`src/rtl/regfile_host_arbiter.sv`:
```
// Arbitrates the shared register file between the pipeline and a host/debug port.
// Pipeline traffic passes straight through. A single host read or write is slotted
// into a cycle where the relevant port is idle. After MAX_WAIT cycles without a free
// slot, pipe_hold is raised to force one.
module regfile_host_arbiter #(
  parameter int unsigned MAX_WAIT = 8  // 1..255
) (
  input  logic        clock,
  input  logic        reset,
  input  logic [5:0]  pipe_read_address_1,
  input  logic [5:0]  pipe_read_address_2,
  input  logic        pipe_read_valid,
  input  logic [5:0]  pipe_write_address,
  input  logic [31:0] pipe_write_value,
  input  logic        pipe_write_enable,
  output logic        pipe_hold,
  output logic [5:0]  rf_read_address_1,
  output logic [5:0]  rf_read_address_2,
  input  logic [31:0] rf_read_value_2,
  output logic [5:0]  rf_write_address,
  output logic [31:0] rf_write_value,
  output logic        rf_write_enable,
  input  logic        host_req,
  input  logic        host_we,
  input  logic [5:0]  host_addr,
  input  logic [31:0] host_wdata,
  output logic        host_ack,
  output logic [31:0] host_rdata
);

  typedef enum logic [1:0] {StIdle, StWait, StHold, StAck} state_e;

  localparam logic [7:0] WaitLast = 8'(MAX_WAIT - 1);

  state_e      state_q, state_d;
  logic [7:0]  wait_cnt_q, wait_cnt_d;
  logic        req_we_q, req_we_d;
  logic [5:0]  req_addr_q, req_addr_d;
  logic [31:0] req_wdata_q, req_wdata_d;
  logic [31:0] host_rdata_q, host_rdata_d;

  logic slot_state;
  logic read_free;
  logic write_free;
  logic grant_rd;
  logic grant_wr;

  // Grant decode: a host access only happens while a request is pending and its port is idle.
  // In HOLD the decode stage is frozen, so the read port is free regardless of pipe_read_valid.
  always_comb begin
    slot_state = (state_q == StWait) || (state_q == StHold);
    read_free  = !pipe_read_valid || (state_q == StHold);
    write_free = !pipe_write_enable;
    grant_rd   = slot_state && !req_we_q && read_free;
    grant_wr   = slot_state && req_we_q && write_free;
  end

  // Register file port muxing; pipeline signals pass through unless the host owns the slot.
  always_comb begin
    rf_read_address_1 = pipe_read_address_1;
    rf_read_address_2 = pipe_read_address_2;
    rf_write_address  = pipe_write_address;
    rf_write_value    = pipe_write_value;
    rf_write_enable   = pipe_write_enable;
    if (grant_rd) begin
      rf_read_address_2 = req_addr_q;
    end
    if (grant_wr) begin
      rf_write_address = req_addr_q;
      rf_write_value   = req_wdata_q;
      rf_write_enable  = 1'b1;
    end
  end

  // Next-state logic for the request FSM, wait counter, latched request and read result.
  always_comb begin
    state_d      = state_q;
    wait_cnt_d   = wait_cnt_q;
    req_we_d     = req_we_q;
    req_addr_d   = req_addr_q;
    req_wdata_d  = req_wdata_q;
    host_rdata_d = host_rdata_q;

    if (grant_rd) begin
      host_rdata_d = rf_read_value_2;
    end

    unique case (state_q)
      StIdle: begin
        if (host_req) begin
          req_we_d    = host_we;
          req_addr_d  = host_addr;
          req_wdata_d = host_wdata;
          wait_cnt_d  = 8'd0;
          state_d     = StWait;
        end
      end
      StWait: begin
        if (grant_rd || grant_wr) begin
          state_d = StAck;
        end else if (wait_cnt_q == WaitLast) begin
          state_d = StHold;
        end else begin
          wait_cnt_d = wait_cnt_q + 8'd1;
        end
      end
      StHold: begin
        if (grant_rd || grant_wr) begin
          state_d = StAck;
        end
      end
      StAck: begin
        // host_req is deliberately ignored here; a still-high request restarts from IDLE.
        state_d = StIdle;
      end
      default: state_d = StIdle;
    endcase
  end

  // State registers.
  always_ff @(posedge clock or negedge reset) begin
    if (!reset) begin
      state_q      <= StIdle;
      wait_cnt_q   <= 8'd0;
      req_we_q     <= 1'b0;
      req_addr_q   <= 6'd0;
      req_wdata_q  <= 32'd0;
      host_rdata_q <= 32'd0;
    end else begin
      state_q      <= state_d;
      wait_cnt_q   <= wait_cnt_d;
      req_we_q     <= req_we_d;
      req_addr_q   <= req_addr_d;
      req_wdata_q  <= req_wdata_d;
      host_rdata_q <= host_rdata_d;
    end
  end

  assign host_ack   = (state_q == StAck);
  assign pipe_hold  = (state_q == StHold);
  assign host_rdata = host_rdata_q;

endmodule

```
`config.mk`:
```
export PLATFORM = sky130hd
export DESIGN_NAME = regfile_host_arbiter
export DESIGN_NICKNAME = d
export VERILOG_FILES = /design/src/rtl/regfile_host_arbiter.sv
export SDC_FILE = /design/constraint.sdc
export NUM_CORES = 1
export LEC_CHECK = 0
export CAP_MARGIN = 20
export CORE_MARGIN = 10
export CORE_UTILIZATION = 40
export CTS_BUF_LIST = sky130_fd_sc_hd__clkbuf_16
export DETAILED_ROUTE_END_ITERATION = 8
export PLACE_DENSITY = 0.89
export SYNTH_ARGS = -nofsm -noshare
export SYNTH_HDL_FRONTEND = slang
export SYNTH_SLANG_ARGS = --single-unit
export TNS_END_PERCENT = 10
```
`constraint.sdc`:
```
create_clock -name clock -period 2.25 [get_ports clock]
set_input_delay 0.225 -clock clock [delete_from_list [all_inputs] [get_ports clock]]
set_output_delay 0.225 -clock clock [all_outputs]
set_load 0.02 [all_outputs]
```
==> flow_metrics.tcl <==
set metrics [dict create \
    yosys.area.top_type "dfrtp_1" \
    placed_cells 611 \
    slowest_delay_ns 0.53 \
    timing.rr.end "state_q[1]" \
    fin_nets 627 \
    max_cap_viol_count 0 \
    synthesis.area_mm2 0.00396 \
    crit_fanout 5 \
    final.setup.tns_ns -0.0752 \
    clkTransAtPathRegs_ns 0.06 \
    status "complete, but fails checks" \
    arrival_ns 2.50 \
    drc_errors 0 \
    grt_pass1_wl_um 19700 \
    ys_seq_elements 81 \
    finalSetupViolations 4 \
    row_count 36 \
    setup_ws_ns -0.0321 \
    slowest_stage "or4_1" \
    cts_sinks 81 \
    synth.top_cell.area_share_pct 51.2 \
    synth_ff_type "dfrtp_1" \
    report.final.slew_viol_count 0 \
    syn_inst 287 \
    async_reset_ff_share_pct 100 \
    rsz0062_at_grt "true" \
    ys_types 42 \
    hpwl_um 9630 \
    stdcell_count 633 \
    io_pins 211 \
    hold_violations 0 \
    synthToLayoutAreaGrowth_pct 61.0 \
    layout-drive-gt1-share_pct 42.8 \
    coreArea_mm2 0.00968 \
    min_period_over_period_pct 101 \
    synth.most_common_cell "mux2_2" \
    worst_pin_slew_ns 0.501 \
    grt_pass1_vias 3624 \
    critPathLaunchType "register" \
    cts_buffer_depth 2 \
    drt_pass1_iterations 4 \
    synth_nets 419 \
    antenna_found_initial 0 \
    place_area_mm2 0.00614 \
    ir_drop_v 0.000696 \
    die_height_um 119 \
    syn_area_per_cell_um2 13.8 \
    vias 3176 \
    netlist_top_cells_area "dfrtp_1 (51%), mux2_2 (33%), ha_1 (1.9%)" \
    cts_htree_levels 3 \
    n_antenna_cell 0 \
    p_int_mw 5.63 \
    clk_root_buffer_cell "clkbuf_16" \
    min_path_type "input pin to async pin" \
    failed_checks "setup timing" \
    worstPathRequired_ns 2.47 \
    dieArea_mm2 0.0143 \
    p_sw_share_pct 35.6 \
    fmax_ghz 0.438 \
    power_switching_mw 3.11 \
    grt_util_all_layers_pct 17.1 \
    cellPowerDensity_mw_per_mm2 1370 \
    cp.buffers_inverters 2 \
    cp_top_family "simple AND/OR/NAND/NOR gates" \
    power_frac_comb_pct 52.4 \
    start_util_pct 40.9 \
    worst-r2r-cell-count 7 \
    end_kind "register" \
    cts-buffers-inserted 9 \
    drtIter0Drc 110 \
    pwr-share-clk_pct 17.9 \
    die_x_um 119 \
    grt_overflow 0 \
    portBuffers 198 \
    cts_tree "done" \
    ys_warn_count 0 \
    r2r_slack_ns -0.03 \
    worst-setup-path-type "register to register" \
    finClkSkew_ns 0.00793 \
    gp_congestion 0.817 \
    grt_max_degree 45 \
    max_slew_margin_pct 66.6 \
    cp_cell_sequence "buf_4, ha_1, buf_4, or4_1, o22a_2, a21oi_2, mux2_2" \
    leakagePower_nw 2.73 \
    clkLatencyLatePin_ns 0.33 \
    crit_top_cell "buf_4" \
    synthTopCellsByCount "mux2_2 (117), dfrtp_1 (81), nand2_1 (9)" \
    seqPwrFrac_pct 29.7 \
    ys_seq_area_share_pct 51.2 \
    vias_per_cell 5.02 \
    min_period_ns 2.28 \
    wire_per_inst_um 19.6 \
    drt_wl_total_um 12400 \
    finalInstanceArea_mm2 0.00637 \
    synth_edf_count 0 \
    r2r-start "state_q[1]" \
    drtAntennaViolNets 0 \
]
-- routing by layer --
layer	vias to the layer above	GRT usage (%)	part of all wire [%]
li1	1455	-	-
met1	1586	18.6	38
met2	123	30.4	52
met3	12	6.28	8.0
met4	0	5.05	1.5
met5	-	0	0
-- how the worst max path moves through the flow --
stage                          from              endpoint  slack [ns]  cells after the start
floorplan                state_q[0]  rf_read_address_2[0]        0.05                      7
CTS                      state_q[0]    rf_write_value[15]       -0.05                      6
global route             state_q[1]  rf_read_address_2[1]       -0.11                      8
finish                   state_q[1]            state_q[1]       -0.03                      7
global placement    pipe_read_valid  rf_read_address_2[2]       -0.02                      6
detailed placement  pipe_read_valid  rf_read_address_2[5]       -0.05                      6
-- logic make-up (layout without fill, tap and decap cells) --
family          count (synthesis)  after routing  share of synthesized area [%]
buf+inv                        23            236                           3.22
simple gates                   36             36                           5.47
flops                          81             81                           51.2
compound gates                 23             23                           4.65
fa+ha+maj                       6              6                           1.90
mux                           118            118                           33.5
-- flip-flops by register name, summed over array words and instances, names as in the netlist --
signal and cells:
host_rdata 32, req_addr_q 6, req_wdata_q 32, req_we_q 1
state_q 2, wait_cnt_q 8
-- repair_timing --
item,in CTS,in global routing
gates cloned,1,0
gates resized for setup,141,42
buffers inserted,3,2
setup endpoints to repair,45,39
hold endpoints to repair,37,0
pin swaps,0,1
hold buffers,1,0
-- cell usage in the layout, fill, tap and decap left out, drive strengths merged, types with 3 or more instances in the layout --
cell             n
buf             51
clkbuf          20
clkdlybuf4s50  153
clkinv           5
dfrtp           81
ha               6
inv              3
mux2           117
nand2            9
nand3            3
nor2             5
o21ai            3
-- power groups by stage --
stage	Clock (mW)	Sequential, mW	Combinational, mW
2_1_floorplan	0	2.87	2.33
3_3_place_gp	0	2.57	4.50
3_5_place_dp	0	2.61	4.63
4_1_cts	1.59	2.60	4.64
5_1_grt	1.65	2.70	4.89
6_report	1.56	2.60	4.58
-- through the flow --
| stage | hold slack, ns | setup WS (ns) | total power [mW] | util (%) |
|---|---|---|---|---|
| floorplan | -0.0706 | 0.0541 | 5.21 | - |
| global placement | 0.221 | -0.0192 | 7.07 | 63.4 |
| detailed placement | 0.232 | -0.0450 | 7.24 | 63.4 |
| CTS | 0.436 | -0.0466 | 8.83 | 66.4 |
| global route | 0.450 | -0.112 | 9.24 | 65.8 |
| finish | 0.402 | -0.0321 | 8.74 | 65.8 |
-- area by class of cell --
type / count / area (um^2)
fill: 740 / 3310
tap: 133 / 166
sequential: 81 / 2030
inverter: 3 / 11.3
clock buffer: 9 / 225
timing repair buffer: 217 / 2000
clock inverter: 7 / 95.1
multi-input combinational: 183 / 1840
Power figures use the tool's default switching activity.
